## config.mk

```make
export PLATFORM = sky130hd
export DESIGN_NAME = memory_arbiter
export DESIGN_NICKNAME = d
export VERILOG_FILES = /design/src/rtl/memory_arbiter.sv
export SDC_FILE = /design/constraint.sdc
export NUM_CORES = 1
export LEC_CHECK = 0
export ABC_CLOCK_PERIOD_IN_PS = 4150
export CORE_ASPECT_RATIO = 0.7
export CORE_MARGIN = 1.5
export CORE_UTILIZATION = 42
export DETAILED_ROUTE_END_ITERATION = 7
export GPL_TIMING_DRIVEN = 0
export PLACE_DENSITY_LB_ADDON = 0.15
export SYNTH_ARGS = -nofsm -noshare
export SYNTH_HDL_FRONTEND = slang
export SYNTH_SLANG_ARGS = --single-unit
```

## constraint.sdc

```tcl
create_clock -name clk -period 4.15 [get_ports clk]
set_input_delay 0.83 -clock clk [delete_from_list [all_inputs] [get_ports clk]]
set_output_delay 0.83 -clock clk [all_outputs]
set_load 0.03 [all_outputs]
```

## src/rtl/memory_arbiter.sv

```systemverilog
// memory_arbiter: two-port (instruction fetch / load-store) arbiter in front of
// a DDR3 user interface. One transaction is outstanding at a time. All DDR3
// strobes, done pulses and busy are registered from the next-state values, so
// each of them is high for exactly the cycles the FSM spends in the state that
// drives it.
// Optional feature: define ARB_ROUND_ROBIN_EN for round-robin tie breaking.
// Without it, the data port always wins a tie.
module memory_arbiter #(
  parameter int ADDR_W = 29,
  parameter int DATA_W = 32
) (
  input  logic              clk,
  input  logic              rst,
  // fetch port
  input  logic              if_req_i,
  input  logic [ADDR_W-1:0] if_addr_i,
  output logic              if_done_o,
  output logic [DATA_W-1:0] if_rdata_o,
  // load/store port
  input  logic              ls_req_i,
  input  logic              ls_we_i,
  input  logic [ADDR_W-1:0] ls_addr_i,
  input  logic [DATA_W-1:0] ls_wdata_i,
  output logic              ls_done_o,
  output logic [DATA_W-1:0] ls_rdata_o,
  // DDR3 command side
  output logic              memory_enable_o,
  output logic              memory_cmd_o,
  output logic [ADDR_W-1:0] memory_address_o,
  input  logic              memory_cmd_rdy_i,
  // DDR3 write side
  output logic              memory_write_enable_o,
  output logic [DATA_W-1:0] memory_write_data_o,
  output logic              memory_write_data_end_o,
  input  logic              memory_write_rdy_i,
  // DDR3 read side
  input  logic [DATA_W-1:0] memory_read_data_i,
  input  logic              memory_read_data_valid_i,
  input  logic              memory_read_data_end_i,
  output logic              busy_o
);

  typedef enum logic [2:0] {
    IDLE  = 3'd0,
    WDATA = 3'd1,
    CMD   = 3'd2,
    RWAIT = 3'd3,
    DONE  = 3'd4
  } state_t;

  state_t              state_q, state_n;
  logic                owner_fetch_q, owner_fetch_n;  // 1: fetch port owns the transaction
  logic                we_q, we_n;
  logic                got_q, got_n;                  // first read beat already captured
  logic [ADDR_W-1:0]   addr_q, addr_n;
  logic [DATA_W-1:0]   wdata_q, wdata_n;
  logic [DATA_W-1:0]   rdata_q, rdata_n;
  logic                grant_fetch;

`ifdef ARB_ROUND_ROBIN_EN
  logic                last_fetch_q;                  // 1: fetch port was granted last

  // On a tie the port that was not granted last wins.
  assign grant_fetch = if_req_i && (!ls_req_i || !last_fetch_q);

  // Last-grant pointer, updated on every grant; starts at the data port.
  always_ff @(posedge clk or posedge rst) begin
    if (rst) begin
      last_fetch_q <= 1'b0;
    end else if (state_q == IDLE && (if_req_i || ls_req_i)) begin
      last_fetch_q <= grant_fetch;
    end
  end
`else
  // Fixed priority: the data port wins every tie.
  assign grant_fetch = if_req_i && !ls_req_i;
`endif

  // Next-state and next-value logic for the transaction FSM.
  always_comb begin
    state_n       = state_q;
    owner_fetch_n = owner_fetch_q;
    we_n          = we_q;
    got_n         = got_q;
    addr_n        = addr_q;
    wdata_n       = wdata_q;
    rdata_n       = rdata_q;
    unique case (state_q)
      IDLE: begin
        if (if_req_i || ls_req_i) begin
          owner_fetch_n = grant_fetch;
          // fetches are always reads, whatever ls_we_i says
          we_n          = !grant_fetch && ls_we_i;
          addr_n        = grant_fetch ? if_addr_i : ls_addr_i;
          wdata_n       = ls_wdata_i;
          state_n       = (!grant_fetch && ls_we_i) ? WDATA : CMD;
        end
      end
      WDATA: begin
        if (memory_write_rdy_i) state_n = CMD;
      end
      CMD: begin
        if (memory_cmd_rdy_i) begin
          if (we_q) begin
            state_n = DONE;
          end else begin
            state_n = RWAIT;
            got_n   = 1'b0;
          end
        end
      end
      RWAIT: begin
        if (memory_read_data_valid_i && !got_q) begin
          rdata_n = memory_read_data_i;
          got_n   = 1'b1;
        end
        if (memory_read_data_valid_i && memory_read_data_end_i) state_n = DONE;
      end
      DONE: begin
        state_n = IDLE;
      end
      default: begin
        state_n = IDLE;
      end
    endcase
  end

  // Control state and registered outputs; reset drops any transaction in flight.
  always_ff @(posedge clk or posedge rst) begin
    if (rst) begin
      state_q                 <= IDLE;
      owner_fetch_q           <= 1'b0;
      we_q                    <= 1'b0;
      got_q                   <= 1'b0;
      if_done_o               <= 1'b0;
      ls_done_o               <= 1'b0;
      if_rdata_o              <= '0;
      ls_rdata_o              <= '0;
      memory_enable_o         <= 1'b0;
      memory_cmd_o            <= 1'b0;
      memory_address_o        <= '0;
      memory_write_enable_o   <= 1'b0;
      memory_write_data_o     <= '0;
      memory_write_data_end_o <= 1'b0;
      busy_o                  <= 1'b0;
    end else begin
      state_q                 <= state_n;
      owner_fetch_q           <= owner_fetch_n;
      we_q                    <= we_n;
      got_q                   <= got_n;
      if_done_o               <= (state_n == DONE) && owner_fetch_n;
      ls_done_o               <= (state_n == DONE) && !owner_fetch_n;
      memory_enable_o         <= (state_n == CMD);
      memory_cmd_o            <= (state_n == CMD) && we_n;
      memory_address_o        <= (state_n == CMD) ? addr_n : '0;
      memory_write_enable_o   <= (state_n == WDATA);
      memory_write_data_o     <= (state_n == WDATA) ? wdata_n : '0;
      memory_write_data_end_o <= (state_n == WDATA);
      busy_o                  <= (state_n != IDLE);
      // read data is published on entry to DONE and held until the next read
      if (state_q == RWAIT && state_n == DONE) begin
        if (owner_fetch_q) if_rdata_o <= rdata_n;
        else               ls_rdata_o <= rdata_n;
      end
    end
  end

  // Transaction payload; only meaningful while the FSM owns a transaction.
  always_ff @(posedge clk) begin
    addr_q  <= addr_n;
    wdata_q <= wdata_n;
    rdata_q <= rdata_n;
  end

endmodule

```

**Word level (Yosys, flattened, before mapping)**

Cells that the tools add are included.

- Bits in registers: 230
- Latch bits: 0
- Bits in writable memories: 0
- Bits in read-only memories: 0
- Bits of input ports: 131
- Output and inout bits: 132
- Word-level logic and storage cells: 70
- Memories: 0

- $add $sub $neg: 0
- Multiply operators: 0
- Div/mod/pow operators: 0
- Magnitude comparators: 0
- Eq/ne operators: 9
- Shifts and indexed selects: 0
- Muxes and demuxes: 24
- Bitwise operators: 1
- Reduce and logical (&&, ||, !) cells: 19

Operators with widths:

| cell | number |
|---|---|
| two-way mux 32 bit | 5 |
| two-way mux 29 bit | 4 |
| two-way mux 3 bit | 5 |
| one-hot mux 3 bit (4 select lines) | 1 |
| equality test 3 x 2 -> 1 bit (second input constant) | 3 |
| logical AND 1 bit | 8 |
| two-way mux 1 bit | 7 |
| equality test 3 x 1 -> 1 bit (second input constant) | 2 |
| != test 2 bit (second input constant) | 3 |
| logical NOT 1 bit | 4 |
| AND reduction 2 bit | 2 |
| AND reduction 4 bit | 1 |
| equality test 3 bit (second input constant) | 1 |
| logical NOT 3 bit | 1 |
| nonzero test 3 bit | 1 |
| two-way mux 2 bit | 1 |
| one-hot mux 1 bit (2 select lines) | 1 |
| nonzero test 2 bit | 1 |
| logical OR 1 bit | 1 |
| inverter 1 bit | 1 |

**Longest topological paths before layout**

Gate-level depths: netlist of the first run.

- Word-level depth: 10
- Mapped depth: 6
- Gate-level depth less buffers: 4

**Worst setup path after synthesis of the first run**

No wires, ideal clock.

- Path kind: input-to-reg
- Start: in ls_req_i
- End: reg memory_address_o[28]
- Arrival: 1.889 ns
- Slack: 2.129 ns
- Stages on the path: 5
- Path buffers: 1
- Cell sequence: or2_1 -> a32o_1 -> o221ai_1 -> buf_2 -> nor2_1

- Cells in the longest elaborated chain, start to end: 9

RTL lines:

| item | line | source |
|---|---|---|
| start, declared | 20 | `input logic ls_req_i,` |
| logical NOT 1 bit | 76 | `assign grant_fetch = if_req_i && !ls_req_i;` |
| logical AND 1 bit | 76 |  |
| logical NOT 1 bit | 96 | `state_n = (!grant_fetch && ls_we_i) ? WDATA : CMD;` |
| logical AND 1 bit | 96 |  |
| two-way mux 2 bit | 96 |  |
| two-way mux 3 bit | 90 | `if (if_req_i \|\| ls_req_i) begin` |
| one-hot mux 3 bit (4 select lines) | 88 | `unique case (state_q)` |
| equality test 3 x 2 -> 1 bit | 155 | `memory_address_o <= (state_n == CMD) ? addr_n : '0;` |
| two-way mux 29 bit (*) | 155 |  |
| end signal, assigned | 155 |  |
| end, declared | 29 | `output logic [ADDR_W-1:0] memory_address_o,` |

Mark *: on every way between the ends. The rest lies on a longest branch, timed or not.
A chain may end at the register's enable or synchronous reset.

==> impl_metrics.sql, run 1 <==
INSERT INTO impl_metrics (metric_group, metric, value, unit) VALUES
('worst_setup_path', 'worst_r2r_path_depth', '5', ''),
('detailed_routing', 'drt_drc_violations_left', '0', ''),
('finish', 'commonest_non_fill_non_tap_cell_in_the_layout', 'clkdlybuf4s50_1', ''),
('job', 'drv.max_cap_violation_count', '0', ''),
('sta', 'timing.final.setup_violations', '0', ''),
('status', 'outcome', 'completed', ''),
('detailed_routing', 'finalWirelength', '19690', 'um'),
('sta', 'period_share', '0.5897', ''),
('grt', 'grt_overflow', '0', ''),
('logic_synthesis', 'postSynth.asyncResetShare', '0.5957', ''),
('detailed_routing', 'detailedRoute.firstPassIterationCount', '7', ''),
('logic_synthesis', 'synth-edff-count', '0', ''),
('finish', 'diodes_inserted', '0', ''),
('worst_setup_path', 'crit_path_start_kind', 'flop', ''),
('power', 'p_comb_frac', '0.436', ''),
('power', 'peakVddDrop', '445.4', 'uV'),
('logic_synthesis', 'yosys_register_bits', '230', ''),
('worst_setup_path', 'worst_path_cell_chain', 'buf_4, clkdlybuf4s50_1', ''),
('sta', 'report.final.hold_viol_count', '0', ''),
('worst_setup_path', 'rr_startpoint', 'state_q[2]', ''),
('detailed_routing', 'detail_route.iter0.violations', '390', ''),
('worst_setup_path', 'timing.critical_path.required', '3.32', 'ns'),
('logic_synthesis', 'ys.warnings.count', '0', ''),
('sta', 'unrepaired_setup_endpoints_after_global_routing', 'false', ''),
('power', 'netSwitchingFraction', '0.3446', ''),
('power', 'portion_of_total_power_attributed_to_sequential_cells', '0.360', ''),
('grt', 'grt.total_usage', '0.1947', ''),
('die', 'io-pin-count', '263', ''),
('grt', 'number_of_antenna_violations_at_the_first_check_in_global_routing', '0', ''),
('detailed_routing', 'num_vias', '5376', ''),
('place', 'number_of_buffers_added_on_ports', '262', ''),
('grt', 'grt_max_degree', '40', ''),
('sta', 'totalNegativeSetupSlack', '0', 'ns'),
('clock_network', 'cts_buffer_depth', '3', ''),
('power', 'power_density', '839.2', 'nW/um2'),
('worst_setup_path', 'cp_slowest_stage_delay', '0.66', 'ns'),
('worst_setup_path', 'setup_slack_reg_to_reg', '2.08', 'ns'),
('sta', 'timing.slew.headroom', '0.4365', ''),
('finish', 'number_of_nets_in_the_layout', '971', ''),
('clock_network', 'path_clk_slew', '0.06', 'ns'),
('die', 'dieHeight', '120.2', 'um'),
('sta', 'timing_max_transition_violations_final', '0', ''),
('power', 'static_leakage', '5.509', 'nW'),
('worst_setup_path', 'critical_path.endpoint', 'memory_write_enable_o', ''),
('die', 'fp.dieW', '170.4', 'um'),
('detailed_routing', 'detail_route.wl_per_cell', '17.58', 'um'),
('clock_network', 'post_cts_resized', '0', ''),
('finish', 'layout_overhead_on_the_synthesized_area', '45.74', '%'),
('clock_network', 'tritoncts', 'built', ''),
('grt', 'grt_pass1_vias', '5740', ''),
('power', 'total_switching_power', '3.474', 'mW'),
('clock_network', 'ctsHtreeMaxLevel', '1', ''),
('worst_setup_path', 'worst-path-max-fanout', '2', ''),
('clock_network', 'cts_buffers', '23', ''),
('finish', 'nFillCells', '1445', ''),
('sta', 'min_period', '2.447', 'ns'),
('finish', 'most-common-layout-cells', 'clkdlybuf4s50_1, dfrtp_1, dfxtp_1', ''),
('worst_setup_path', 'setup.worst_path.end_class', 'output port', ''),
('finish', 'post_route_utilization', '0.6297', ''),
('logic_synthesis', 'post_synthesis_cell_type_count', '35', ''),
('hold_path', 'hold_wc_startpoint', 'wdata_q[18]', ''),
('logic_synthesis', 'synth_fp_nets', '681', ''),
('detailed_routing', 'via_per_inst', '4.800', ''),
('power', 'power_frac_clock', '0.204', ''),
('finish', 'final_layout_size_suffix_gt1_frac', '0.2208', ''),
('die', 'fp-row-count', '42', ''),
('clock_network', 'clock_latency', '0.50', 'ns'),
('logic_synthesis', 'synth-seq-area-share', '0.6418', ''),
('place', 'dp.final_hpwl', '14040', 'um'),
('logic_synthesis', 'netlist_area_before_placement', '8243', 'um2'),
('clock_network', 'cts_sinks', '230', '');
[flip-flops by register name, summed over array words and instances, names as in the netlist, 3 cells and up]
name / flops
ls_rdata_o: 32
memory_address_o: 29
if_rdata_o: 32
rdata_q: 32
memory_write_data_o: 32
addr_q: 29
wdata_q: 32
state_q: 3
[how the worst min path moves through the flow]
stage,slack (ns),cells after the start,to
2_1_floorplan,0.44,1,rdata_q[0]
3_3_place_gp,0.45,1,wdata_q[10]
3_5_place_dp,0.45,1,wdata_q[27]
4_1_cts,0.47,1,wdata_q[31]
5_1_grt,0.47,1,wdata_q[18]
6_report,0.47,1,wdata_q[18]
[metal layers]
| layer | wire (um) | track usage | vias to the layer above |
|---|---|---|---|
| li1 | - | - | 2479 |
| met3 | 2009 | 0.07791 | 35 |
| met4 | 510 | 0.05254 | 0 |
| met5 | 0 | 0 | - |
| met1 | 8294 | 0.2505 | 2659 |
| met2 | 8878 | 0.3053 | 203 |
[through the flow]
stage               total power [mW]  setup slack [ns]  hold slack (ns)  cell area, um2  std cells
floorplan                      6.409             1.613           0.4427            8247        550
global placement               7.915            0.2612           0.4508           11200       1076
detailed placement             8.076             1.301           0.4521           11260       1079
CTS                            10.19             1.680           0.4687           12010       1120
global route                   10.61             1.646           0.4730           12010       1120
finish                         10.08             1.703           0.4665           12010       1120
[logic make-up after synthesis]
logic type,count (synthesis),synth area share
multiplexers,128,0.2108
flip-flops,230,0.6418
AO/OA/AOI/OAI,40,0.04539
AND/OR/NAND/NOR,88,0.05859
buffers and inverters,64,0.04341
[critical path: cells and delay by family (launching register included)]
kind	cells	cell delay, ns
DFF	1	0.35
buffers and inverters	2	0.77
[synthesized netlist by cell type, types with 2 or more instances]
cell      number  share of area
clkbuf_1       4         0.0018
buf_2         10         0.0061
nor3b_1        2         0.0018
o21ai_0        2         0.0012
buf_6         12          0.016
mux2_2        42          0.057
a32o_1         2         0.0024
mux2_1         7         0.0096
mux2_4        79           0.14
buf_4          4         0.0036
dfxtp_1       93           0.23
dfrtp_1      137           0.42
inv_1         34          0.015
nor2_1        32          0.015
nand2_1        6         0.0027
nor2b_1        3         0.0023
nand2b_1       3         0.0023
a222oi_1      29          0.035
and2_1        33          0.025
[area by class of cell]
type                    instances  area, um2  area share
clock inverters                 8      100.1    0.008332
well taps                     264      330.3     0.02750
plain buffers                  30      230.2     0.01916
inverters                      34      131.4     0.01094
multi-input cells             256       2595      0.2160
repair buffers                265       2683      0.2233
flip-flops and latches        230       5290      0.4404
clock buffers                  33      653.1     0.05437
[power groups by stage]
stage / Combinational [mW] / Clock (mW) / Sequential (mW)
floorplan: 1.79 / 0 / 4.62
global placement: 4.31 / 0 / 3.61
detailed placement: 4.41 / 0 / 3.66
CTS: 4.44 / 2.12 / 3.63
global route: 4.67 / 2.21 / 3.73
finish: 4.40 / 2.05 / 3.63
Note: power is estimated with default switching activity, not from simulation.
==> run 2: changes to the inputs <==
- ABC_CLOCK_PERIOD_IN_PS: 4150 -> 2100
- clock period: 4.15 -> 2.1 ns (I/O delays scaled with it)
==> impl_metrics.sql, run 2 (same netlist as run 1, synthesis figures left out) <==
INSERT INTO impl_metrics (metric_group, metric, value, unit) VALUES
('status', 'outcome', 'completed', ''),
('clock_network', 'clock_latency', '0.50', 'ns'),
('worst_setup_path', 'rr_startpoint', 'state_q[0]', ''),
('power', 'netSwitchingFraction', '0.3451', ''),
('detailed_routing', 'antenna_viol_nets_final', '0', ''),
('clock_network', 'tritoncts', 'built', ''),
('power', 'total_switching_power', '6.885', 'mW'),
('clock_network', 'cts_buffers', '23', ''),
('worst_setup_path', 'critPathTopFamily', 'buffers and inverters', ''),
('worst_setup_path', 'critical_path.n_buffers_inverters', '2', ''),
('place', 'gp_routability_congestion', '0.7691', ''),
('worst_setup_path', 'worst_path_cell_chain', 'buf_4, clkdlybuf4s50_1', ''),
('finish', 'most-common-layout-cells', 'clkdlybuf4s50_1, dfrtp_1, dfxtp_1', ''),
('power', 'power_frac_clock', '0.204', ''),
('finish', 'fin_area', '12020', 'um2'),
('detailed_routing', 'finalWirelength', '19740', 'um'),
('worst_setup_path', 'worstSetupStartpoint', 'memory_write_data_end_o', ''),
('clock_network', 'ctsHtreeMaxLevel', '1', ''),
('sta', 'unrepaired_setup_endpoints_after_global_routing', 'false', ''),
('power', 'cell_internal_power', '13.06', 'mW'),
('finish', 'layout_overhead_on_the_synthesized_area', '45.81', '%'),
('place', 'place_area', '11260', 'um2'),
('sta', 'worst_tran_pin_value', '0.8436', 'ns'),
('die', 'dieHeight', '120.2', 'um'),
('power', 'power_density', '1660', 'nW/um2'),
('worst_setup_path', 'worst-endpoint-arrival', '1.62', 'ns'),
('detailed_routing', 'num_vias', '5373', ''),
('finish', 'diodes_inserted', '0', ''),
('die', 'core_area', '19080', 'um2'),
('worst_setup_path', 'crit_path_top_delay_cell', 'clkdlybuf4s50_1', ''),
('place', 'dp.final_hpwl', '14040', 'um'),
('sta', 'hold_slack', '0.4321', 'ns'),
('sta', 'report.final.hold_viol_count', '0', ''),
('place', 'place_worst_setup_slack', '-0.3394', 'ns'),
('finish', 'number_of_nets_in_the_layout', '971', ''),
('sta', 'fmax', '490.8', 'MHz'),
('worst_setup_path', 'setup.worst_path.class', 'reg2out', ''),
('detailed_routing', 'detailedRoute.firstPassIterationCount', '6', ''),
('sta', 'timing.final.ws_setup', '0.06268', 'ns'),
('power', 'p_comb_frac', '0.436', ''),
('power', 'peakVddDrop', '880.2', 'uV'),
('finish', 'final_layout_size_suffix_gt1_frac', '0.2208', ''),
('sta', 'period_share', '0.9702', ''),
('sta', 'timing.slew.headroom', '0.4364', ''),
('sta', 'totalNegativeSetupSlack', '0', 'ns'),
('detailed_routing', 'detail_route.iter0.violations', '433', ''),
('power', 'portion_of_total_power_attributed_to_sequential_cells', '0.360', ''),
('clock_network', 'cts_buffer_depth', '3', ''),
('worst_setup_path', 'worst-path-max-fanout', '2', ''),
('clock_network', 'path_clk_slew', '0.07', 'ns'),
('die', 'io-pin-count', '263', ''),
('job', 'drv.max_cap_violation_count', '0', ''),
('worst_setup_path', 'setup.worst_path.end_class', 'output port', ''),
('sta', 'timing_max_transition_violations_final', '0', ''),
('grt', 'number_of_antenna_violations_at_the_first_check_in_global_routing', '0', ''),
('sta', 'timing.final.setup_violations', '0', ''),
('worst_setup_path', 'timing.critical_path.required', '1.68', 'ns'),
('power', 'static_leakage', '5.510', 'nW'),
('detailed_routing', 'via_per_inst', '4.797', ''),
('grt', 'grt_overflow', '0', ''),
('sta', 'min_period', '2.037', 'ns'),
('worst_setup_path', 'cp_slowest_stage_delay', '0.66', 'ns'),
('clock_network', 'ctsRootBufferMaster', 'clkbuf_16', ''),
('hold_path', 'holdCritPathClass', 'in2async', ''),
('die', 'fp-row-count', '42', ''),
('sta', 'final.setup_skew', '0.01094', 'ns'),
('place', 'number_of_buffers_added_on_ports', '262', ''),
('clock_network', 'cts.hold.buffers_added', '0', ''),
('detailed_routing', 'detail_route.wl_per_cell', '17.62', 'um'),
('finish', 'commonest_non_fill_non_tap_cell_in_the_layout', 'clkdlybuf4s50_1', ''),
('worst_setup_path', 'crit_path_start_kind', 'flop', ''),
('grt', 'grt_max_degree', '40', ''),
('die', 'initial_core_util', '0.4321', ''),
('die', 'fp.dieW', '170.4', 'um'),
('grt', 'grt_pass1_vias', '5740', ''),
('clock_network', 'cts_sinks', '230', ''),
('die', 'dieArea', '20490', 'um2'),
('grt', 'grt.total_usage', '0.1947', ''),
('detailed_routing', 'drt_drc_violations_left', '0', ''),
('grt', 'grt_pass1_wl', '31080', 'um');
==> run 2: final timing paths <==
| kind | to | slack (ns) | depth (start not counted) |
|---|---|---|---|
| worst max-delay path | memory_write_enable_o | 0.06 | 2 |
| worst min-delay path | ls_rdata_o[12] | 0.43 | 2 |
| worst max register to register | if_rdata_o[14] | 0.09 | 6 |
| worst min register to register | wdata_q[18] | 0.47 | 1 |
| max in group asynchronous | if_rdata_o[28] | 0.77 | 4 |
| min in group clk | wdata_q[18] | 0.47 | 1 |
==> run 2: layer usage <==
layer | vias up | share of wire | track usage | wire length (um)
met2 | 208 | 0.45 | 0.3053 | 8877
li1 | 2480 | - | - | -
met5 | - | 0 | 0 | 0
met4 | 0 | 0.026 | 0.05254 | 515
met1 | 2649 | 0.42 | 0.2505 | 8252
met3 | 36 | 0.11 | 0.07791 | 2092
==> run 2: power by group through the flow <==
| stage | Clock [mW] | Sequential (mW) | Combinational, mW |
|---|---|---|---|
| 2_1_floorplan | 0 | 9.13 | 3.54 |
| 3_3_place_gp | 0 | 7.13 | 8.51 |
| 5_1_grt | 4.38 | 7.38 | 9.24 |
| 4_1_cts | 4.19 | 7.18 | 8.77 |
| 6_report | 4.06 | 7.18 | 8.70 |
| 3_5_place_dp | 0 | 7.24 | 8.72 |
==> run 2: stage by stage <==
step           total power [mW]  std cells  utilization
2_1_floorplan             12.66        550            -
3_3_place_gp              15.64       1076       0.5871
3_5_place_dp              15.96       1079       0.5903
4_1_cts                   20.14       1120       0.6297
5_1_grt                   20.99       1120       0.6301
6_report                  19.95       1120       0.6301
==> run 2: final cells by class <==
| type | count | area [um2] |
|---|---|---|
| clock buffer | 33 | 653.1 |
| clock inverter | 8 | 100.1 |
| multi-input combinational | 256 | 2601 |
| buffer | 30 | 230.2 |
| sequential | 230 | 5290 |
| inverter | 34 | 131.4 |
| tap | 264 | 330.3 |
| timing repair buffer | 265 | 2683 |
| fill | 1446 | 7057 |
==> run 2: what timing repair did <==
action,4_1_cts,5_1_grt
setup buffers,0,0
endpoints found under the setup margin,0,7
resized for setup,0,1
